### src/rtl/ring_pkg.sv
// Shared definitions for the ring injection controller: packet field layout,
// direction and traffic-pattern encodings, FSM states and routing helpers.
package ring_pkg;

  localparam int VALID_BIT = 48;
  localparam int TS_LSB    = 32;
  localparam int TS_W      = 16;
  localparam int SRC_LSB   = 16;
  localparam int SRC_W     = 16;
  localparam int DST_LSB   = 0;
  localparam int DST_W     = 16;

  localparam logic DIR_EAST = 1'b0;
  localparam logic DIR_WEST = 1'b1;

  localparam int PAT_BIT_COMPLEMENT = 0;
  localparam int PAT_EAST_NEIGHBOUR = 1;

  typedef enum logic [1:0] {
    ST_GEN,
    ST_DRAIN,
    ST_DONE
  } inj_state_e;

  function automatic int calc_dst(input int num_nodes, input int src, input int pattern);
    if (pattern == PAT_EAST_NEIGHBOUR) return (src + 1) % num_nodes;
    return (~src) & (num_nodes - 1);
  endfunction

  // Shortest way round the ring; an exact half-ring tie goes east.
  function automatic logic calc_dir(input int num_nodes, input int src, input int dst);
    int hops_east;
    hops_east = (dst - src + num_nodes) % num_nodes;
    return (hops_east <= num_nodes / 2) ? DIR_EAST : DIR_WEST;
  endfunction

endpackage

### src/rtl/ring_inj_fifo.sv
// Synchronous circular source queue holding {direction, packet} entries;
// a push into a full queue is accepted when a pop happens on the same edge.
module ring_inj_fifo #(
  parameter int WIDTH = 50,
  parameter int DEPTH = 4
) (
  input  logic             clk,
  input  logic             rst,
  input  logic             push,
  input  logic             pop,
  input  logic [WIDTH-1:0] wdata,
  output logic [WIDTH-1:0] rdata,
  output logic             full,
  output logic             empty
);

  localparam int AW = $clog2(DEPTH);
  localparam int CW = AW + 1;

  logic [WIDTH-1:0] mem_q [DEPTH];
  logic [AW-1:0]    wr_ptr_q;
  logic [AW-1:0]    rd_ptr_q;
  logic [CW-1:0]    count_q;
  logic             do_push;
  logic             do_pop;

  assign empty   = (count_q == '0);
  assign full    = (count_q == CW'(DEPTH));
  assign do_pop  = pop && !empty;
  assign do_push = push && (!full || do_pop);
  assign rdata   = mem_q[rd_ptr_q];

  // NOTE: the storage array has no reset; pointers and count alone decide what is valid.
  always_ff @(posedge clk) begin
    if (do_push) mem_q[wr_ptr_q] <= wdata;
  end

  always_ff @(posedge clk) begin
    if (rst) begin
      wr_ptr_q <= '0;
      rd_ptr_q <= '0;
      count_q  <= '0;
    end else begin
      if (do_push) wr_ptr_q <= wr_ptr_q + AW'(1);
      if (do_pop)  rd_ptr_q <= rd_ptr_q + AW'(1);
      case ({do_push, do_pop})
        2'b10:   count_q <= count_q + CW'(1);
        2'b01:   count_q <= count_q - CW'(1);
        default: count_q <= count_q;
      endcase
    end
  end

endmodule

### src/rtl/ring_inject_ctrl.sv
// Ring node traffic source: generates a fixed packet budget at slot times,
// queues it and offers it to the router. Statistics need RING_INJ_STATS_EN.
module ring_inject_ctrl
  import ring_pkg::*;
#(
  parameter int NUM_NODES            = 4,
  parameter int ROUTER_ID            = 0,
  parameter int PACKET_SIZE          = 49,
  parameter int INJECT_CYCLE         = 2,
  parameter int NUM_PACKETS_PER_NODE = 20,
  parameter int TRAFFIC_PATTERN      = 0,
  parameter int QUEUE_DEPTH          = 4
) (
  input  logic                   clk,
  input  logic                   rst,
  input  logic [15:0]            clk_counter,
  input  logic [15:0]            inject_clk_ref,
  input  logic                   inj_ready,
  output logic                   inj_valid,
  output logic [PACKET_SIZE-1:0] inj_pkt,
  output logic                   inj_dir,
  output logic                   done,
  output logic [63:0]            total_packet_sent,
  output logic [31:0]            stall_count
);

  localparam int   DST_ID   = calc_dst(NUM_NODES, ROUTER_ID, TRAFFIC_PATTERN);
  localparam logic PKT_DIR  = calc_dir(NUM_NODES, ROUTER_ID, DST_ID);
  localparam int   GEN_W    = $clog2(NUM_PACKETS_PER_NODE + 1);
  localparam int   ENTRY_W  = PACKET_SIZE + 1;

  if ((NUM_NODES < 2) || ((NUM_NODES & (NUM_NODES - 1)) != 0)) begin : g_bad_nodes
    $error("NUM_NODES must be a power of two of at least 2");
  end
  if ((QUEUE_DEPTH < 2) || ((QUEUE_DEPTH & (QUEUE_DEPTH - 1)) != 0)) begin : g_bad_depth
    $error("QUEUE_DEPTH must be a power of two of at least 2");
  end
  if ((INJECT_CYCLE < 1) || (NUM_PACKETS_PER_NODE < 1)) begin : g_bad_timing
    $error("INJECT_CYCLE and NUM_PACKETS_PER_NODE must be positive");
  end

  inj_state_e             state_q, state_d;
  logic [GEN_W-1:0]       gen_cnt_q, gen_cnt_d;
  logic                   slot;
  logic                   push;
  logic                   pop;
  logic                   fifo_full;
  logic                   fifo_empty;
  logic [PACKET_SIZE-1:0] new_pkt;
  logic [ENTRY_W-1:0]     head;

  assign slot = (inject_clk_ref == 16'd0);
  assign pop  = inj_valid && inj_ready;

  always_comb begin
    new_pkt                     = '0;
    new_pkt[VALID_BIT]          = 1'b1;
    new_pkt[TS_LSB +: TS_W]     = clk_counter;
    new_pkt[SRC_LSB +: SRC_W]   = SRC_W'(ROUTER_ID);
    new_pkt[DST_LSB +: DST_W]   = DST_W'(DST_ID);
  end

  // NOTE: every combinational output gets a default first so no path infers a latch.
  always_comb begin
    state_d   = state_q;
    gen_cnt_d = gen_cnt_q;
    push      = 1'b0;
    case (state_q)
      ST_GEN: begin
        if (slot && (!fifo_full || pop)) begin
          push      = 1'b1;
          gen_cnt_d = gen_cnt_q + GEN_W'(1);
        end
        if (gen_cnt_d >= GEN_W'(NUM_PACKETS_PER_NODE)) state_d = ST_DRAIN;
      end
      ST_DRAIN: if (fifo_empty) state_d = ST_DONE;
      ST_DONE:  state_d = ST_DONE;
      default:  state_d = ST_GEN;
    endcase
  end

  always_ff @(posedge clk) begin
    if (rst) begin
      state_q   <= ST_GEN;
      gen_cnt_q <= '0;
    end else begin
      state_q   <= state_d;
      gen_cnt_q <= gen_cnt_d;
    end
  end

  ring_inj_fifo #(
    .WIDTH (ENTRY_W),
    .DEPTH (QUEUE_DEPTH)
  ) u_fifo (
    .clk   (clk),
    .rst   (rst),
    .push  (push),
    .pop   (pop),
    .wdata ({PKT_DIR, new_pkt}),
    .rdata (head),
    .full  (fifo_full),
    .empty (fifo_empty)
  );

  // Head is masked while empty so stale storage never shows on the port.
  assign inj_valid = !fifo_empty;
  assign inj_pkt   = inj_valid ? head[PACKET_SIZE-1:0] : '0;
  assign inj_dir   = inj_valid && head[PACKET_SIZE];
  assign done      = (state_q == ST_DONE);

`ifdef RING_INJ_STATS_EN
  logic [63:0] sent_q;
  logic [31:0] stall_q;
  logic        stall;

  assign stall = (state_q == ST_GEN) && slot && fifo_full && !pop;

  always_ff @(posedge clk) begin
    if (rst) begin
      sent_q  <= '0;
      stall_q <= '0;
    end else begin
      if (pop && (sent_q != '1))    sent_q  <= sent_q + 64'd1;
      if (stall && (stall_q != '1)) stall_q <= stall_q + 32'd1;
    end
  end

  assign total_packet_sent = sent_q;
  assign stall_count       = stall_q;
`else
  assign total_packet_sent = '0;
  assign stall_count       = '0;
`endif

endmodule
### config.mk
export PLATFORM = sky130hd
export DESIGN_NAME = ring_inject_ctrl
export DESIGN_NICKNAME = d
export VERILOG_FILES = /design/src/rtl/ring_pkg.sv /design/src/rtl/ring_inj_fifo.sv /design/src/rtl/ring_inject_ctrl.sv
export SDC_FILE = /design/constraint.sdc
export NUM_CORES = 1
export LEC_CHECK = 0
export BUFFER_PORTS_ARGS = -buffer_cell sky130_fd_sc_hd__buf_2
export CORE_MARGIN = 2
export CORE_UTILIZATION = 52
export DETAILED_ROUTE_END_ITERATION = 8
export GPL_ROUTABILITY_DRIVEN = 0
export GPL_TIMING_DRIVEN = 0
export PLACE_DENSITY = 0.95
export SLEW_MARGIN = 5
export SYNTH_ARGS = -nofsm -noshare
export SYNTH_HDL_FRONTEND = slang
export SYNTH_SLANG_ARGS = --single-unit
### constraint.sdc
create_clock -name clk -period 5.7 [get_ports clk]
set_input_delay 1.14 -clock clk [delete_from_list [all_inputs] [get_ports clk]]
set_output_delay 1.14 -clock clk [all_outputs]
set_load 0.05 [all_outputs]
# Word-level counts from Yosys, hierarchy flattened
# Memories as Yosys holds them, arrays and structs flattened. A register that Yosys moved wholly into a read port is not among the register bits.
# Index checks and enable logic that the tools add are counted.
[totals]
ff_bits = 14
memories = 1
mem_bits_rw = 64
out_inout_bits = 148
[memory_table]
columns = ["name", "depth", "width", "read_ports", "rd_ports_with_merged_regs", "write_ports", "line_no", "rtl"]
rows = [
  ["u_fifo.mem_q", 4, 16, 1, 1, 1, "ring_inj_fifo.sv:20", "logic [WIDTH-1:0] mem_q [DEPTH];"],
]
[op_classes]
reduce_logical = 14
eq_ne = 7
n_mux = 13
add_sub_neg = 5
magnitude_cmp = 1
[op_table]
columns = ["cell", "n"]
rows = [
  ["two-way mux 49 bit", 1],
  ["zero test 16 bit", 1],
  ["two-way mux 5 bit", 2],
  ["two-way mux 2 bit", 4],
  ["one-hot mux 2 bit (3 select lines)", 1],
  ["one-hot mux 3 bit (2 select lines)", 1],
  ["adder 5 x 1 -> 5 bit, second input constant", 1],
  ["greater-or-equal comparator 5 bit, second input constant", 1],
  ["adder 2 x 1 -> 2 bit, second input constant", 2],
  ["equality test 2 x 1 -> 1 bit, second input constant", 2],
  ["equality test 2 bit, second input constant", 2],
  ["logical AND 1 bit", 4],
  ["two-way mux 1 bit", 4],
  ["!= test 2 bit, second input constant", 2],
  ["adder 3 x 1 -> 3 bit, second input constant", 1],
  ["equality test 3 bit, second input constant", 1],
  ["zero test 3 bit", 1],
  ["subtractor 3 x 1 -> 3 bit, second input constant", 1],
  ["zero test 1 bit", 2],
  ["zero test 2 bit", 1],
  ["logical OR 1 bit", 2],
  ["AND reduction 2 bit", 1],
  ["nonzero test 2 bit", 1],
  ["logical AND 1 bit, second input constant", 1],
]

# Longest topological paths before layout
[logic_depth]
depth_word = 10
mapped_depth = 11
depth_no_buf = 11

# Cells and area by module
# From an unflattened synthesis, not the netlist that was laid out.
[unflattened]
hier_cells = 529
area_unflattened_um2 = 9271.4
[by_module_without_submodules]
columns = ["module", "area_each_um2", "seq_area_each_um2", "n_inst", "cells_per_inst"]
rows = [
  ["ring_inj_fifo", 7722.4, 6185.9, 1, 321],
  ["ring_inject_ctrl", 1549.0, 140.1, 1, 208],
]

# Worst setup path before layout
# OpenSTA, ideal clock, no wires.
[synth_path]
path_kind = "input-to-reg"
startpoint = "input inj_ready"
endpoint = "register u_fifo.count_q[2]"
path_slack_ns = 2.640
arrival_time_ns = 2.990
path_stages = 10
path_cell_list = "or4b_4 -> nand3_2 -> nor3_2 -> inv_1 -> ha_1 -> inv_1 -> fa_1 -> xor2_1 -> or3_1 -> a21oi_1"
[synth_via]
elab_chain_cells = 8
[synth_rtl]
columns = ["element", "line_no", "rtl"]
rows = [
  ["start: declaration", "ring_inject_ctrl.sv:18", "input logic inj_ready,"],
  ["logical AND 1 bit (*)", "ring_inject_ctrl.sv:53", "assign pop = inj_valid && inj_ready;"],
  ["logical OR 1 bit", "ring_inject_ctrl.sv:70", "if (slot && (!fifo_full || pop)) begin"],
  ["logical AND 1 bit", "ring_inject_ctrl.sv:70", ""],
  ["two-way mux 1 bit", "ring_inject_ctrl.sv:70", ""],
  ["two-way mux 1 bit", "ring_inject_ctrl.sv:68", "case (state_q)"],
  ["logical AND 1 bit", "ring_inj_fifo.sv:30", "assign do_push = push && (!full || do_pop);"],
  ["equality test 2 x 1 -> 1 bit / equality test 2 bit (equally long branches)", "ring_inj_fifo.sv:46", "case ({do_push, do_pop})"],
  ["one-hot mux 3 bit (2 select lines) / nonzero test 2 bit (equally long branches)", "n/a", ""],
  ["end signal: assignment", "ring_inj_fifo.sv:47", "2'b10: count_q <= count_q + CW'(1);"],
  ["end signal: assignment", "ring_inj_fifo.sv:48", "2'b01: count_q <= count_q - CW'(1);"],
  ["end signal: assignment", "ring_inj_fifo.sv:49", "default: count_q <= count_q;"],
  ["end: declaration", "ring_inj_fifo.sv:23", "logic [CW-1:0] count_q;"],
]
# Mark *: on every way between the ends. The rest lies on a longest branch, timed or not.
# A chain may end at the register's enable or synchronous reset.

==> results.txt <==
Slew @ Worst Pin -> 876.2 ps
Crit path DAT -> 2490 ps
Layout cell share with drive strength beyond 1 -> 42.54%
Via Count -> 2704
Htree depth -> 3
WS Path Type -> reg2out
Ant diodes -> 0
Root Buffer -> clkbuf_8
Layout net count -> 577
EDFF count, synth -> 64
Ys flop type -> edfxtp_1
Drt wl/cell -> 13.62 µm
Startpoint Class -> register
Die footprint -> 9129 µm²
PD cells -> 243.0 nW/µm²
Sink Count -> 80
Post-synthesis cell area -> 4358 µm²
Mean number of vias per cell -> 4.218
Setup Skew -> 7.587 ps
RSZ-0062 raised after global routing -> no
Final Instance Area -> 5436 µm²
Max Fclk -> 275.3 MHz
Mapped Cells -> 340
CTS Hold Buffers Added -> 0
YS warnings -> 0
Synth Register Bits -> 80
Netlist cell types -> 33
Max rail drop VDD -> 0.2458 mV
Synth area leader -> edfxtp_1
DRC viols -> 0
Max-Cap Viols -> 0
Vias in the first global route -> 2474
Largest net degree at the start of global routing -> 17
TNS Setup -> 0 ps
Area Overhead vs Synth -> 24.75%
Initial DRC count -> 105
Final WL -> 8.730 mm
Slack of the critical path -> 2067 ps
IO buf count -> 55
Deepest clock path buffer count -> 2
Die width -> 95.55 µm
Required time of the critical path -> 4560 ps
Chip height -> 95.55 µm
Hold Vio Cnt, Final -> 0
Initial antenna violation count -> 0
CP max FO -> 10
Slew headroom -> 41.59%
FFs w/ async S/R, synth -> 0%
Final setup vio count -> 0
Part of the cycle the worst path needs -> 63.73%
Power, Total -> 1.321 mW
Grt ovf -> 0
Final Max Slew Viols -> 0
Initial core utilization -> 53.31%
Placement Rows -> 33
Area occupied by multi-input gates -> 1543 µm²
P_leak -> 2.529 nW
Antenna Nets Post-Route -> 0
CTS tree -> built
Register area -> 2242 µm²
Total CTS buffers -> 9
Synthesized area per cell -> 12.82 µm²
Hold_ws -> 497.0 ps
Layout Cells excl Fill -> 641
First-pass GRT wire length -> 12.32 mm
Result of the run -> finished, final reports clean
Worst-path clk slew -> 80 ps
Area contributors post-synth -> edfxtp_1 44%, buf_4 22%, mux4_2 8.3%, dfxtp_1 7.3%, and2_1 3.2%
Setup repair bufs after CTS -> 0
Dpl cell area -> 5234 µm²
Worst Setup End Kind -> output pin
Setup Slack @ Placement -> 2201 ps
# resized after CTS -> 0
I/O pins -> 183
Minimum clock period -> 3633 ps
Top-area cell type share of the netlist area -> 44.10%
Fin util -> 66.50%
Clk Latency, worst-skew pair -> 350 ps
Dpl cells -> 625
HPWL Detailed -> 6.371 mm
First-pass DRT Iterations -> 5
Gr usage total -> 18.82%
Min-Delay Path Class -> reg2reg
Seq/Total Area, Yosys -> 51.45%
Fillers -> 544
Placeable Area -> 8175 µm²
-- per-layer routing --
layer | GRT usage [%] | share of wire (%) | up-vias
met5 | 0 | 0 | -
met4 | 10.60 | 2.9 | 0
met3 | 3.953 | 9.3 | 23
met2 | 36.36 | 57 | 145
met1 | 18.18 | 31 | 1244
li1 | - | - | 1292
-- worst max-delay path, stage by stage, from the launching register on --
cell and delay [ps]:
dfxtp_1 320, clkbuf_1 380, clkbuf_1 610, mux4_2 440
and2_1 180, buf_2 210
-- final timing paths --
path | from | endpoint | slack, ps | cells past startpoint
hold reg to reg | gen_cnt_q[1]$_SDFFE_PP0N_ | gen_cnt_q[1]$_SDFFE_PP0N_ | 500 | 2
hold / removal | gen_cnt_q[1]$_SDFFE_PP0N_ | gen_cnt_q[1]$_SDFFE_PP0N_ | 500 | 2
setup / recovery | register | inj_pkt[45] | 2070 | 5
setup reg to reg | u_fifo.count_q[0]$_SDFFE_PP0P_ | u_fifo.count_q[2]$_SDFFE_PP0P_ | 3180 | 9
-- cell families (layout without fill, tap and decap cells) --
family / count (synthesis) / in the layout / synth area share, %
and+or+nand+nor: 63 / 63 / 8.556
muxes: 18 / 18 / 8.728
AOI/OAI and AO/OA: 10 / 10 / 1.924
other: 1 / 126 / 0.08605
DFF: 80 / 80 / 51.45
xor gates and xnor gates: 10 / 10 / 2.010
adders and majority gates: 11 / 11 / 3.330
buffers and inverters: 147 / 218 / 23.92
-- sequential cells by signal, indices dropped and copies added (netlist names), named ones only --
name / count
u_fifo.count_q: 3
u_fifo.rd_ptr_q: 2
u_fifo.mem_q: 64
state_q: 2
u_fifo.wr_ptr_q: 2
gen_cnt_q: 5
-- placed cells by master, fill, tap and decap left out, drive strengths merged, types with 5 or more instances in the layout --
cell / netlist / routed
conb: 1 / 126
mux4: 16 / 16
edfxtp: 64 / 64
nand3: 5 / 5
inv: 9 / 11
buf: 132 / 187
and2: 22 / 22
a21oi: 5 / 5
nand2: 10 / 10
ha: 10 / 10
dfxtp: 16 / 16
xor2: 8 / 8
clkbuf: 6 / 15
nor2: 11 / 11
-- Yosys cell counts (2+ instances only) --
master / number
a21oi_1: 5
xor2_1: 8
inv_1: 9
clkbuf_1: 6
edfxtp_1: 64
nand3_1: 3
xnor2_1: 2
ha_1: 10
nor4_1: 4
and2_1: 22
nand2b_1: 4
buf_2: 2
mux4_2: 16
nand2_1: 10
dfxtp_1: 16
o21ai_0: 2
buf_4: 130
nor2_1: 10
mux2i_1: 2
or3_1: 2
-- final cells by class --
class / instances / share of cell area [%]
Timing Repair Buffer: 55 / 5.063
Clock buffer: 9 / 2.278
Clock inverter: 7 / 1.450
Buffer: 138 / 18.55
Tap cell: 105 / 2.417
Inverter: 9 / 0.6214
Multi-Input combinational cell: 238 / 28.38
Sequential cell: 80 / 41.24
-- report_power, final --
group          switching, mW  total [mW]  internal (mW)
combinational          0.205       0.273         0.0685
clock                  0.212       0.419          0.207
sequential        0.00000189       0.628          0.628
No activity file was read; power rests on OpenSTA's default activity.
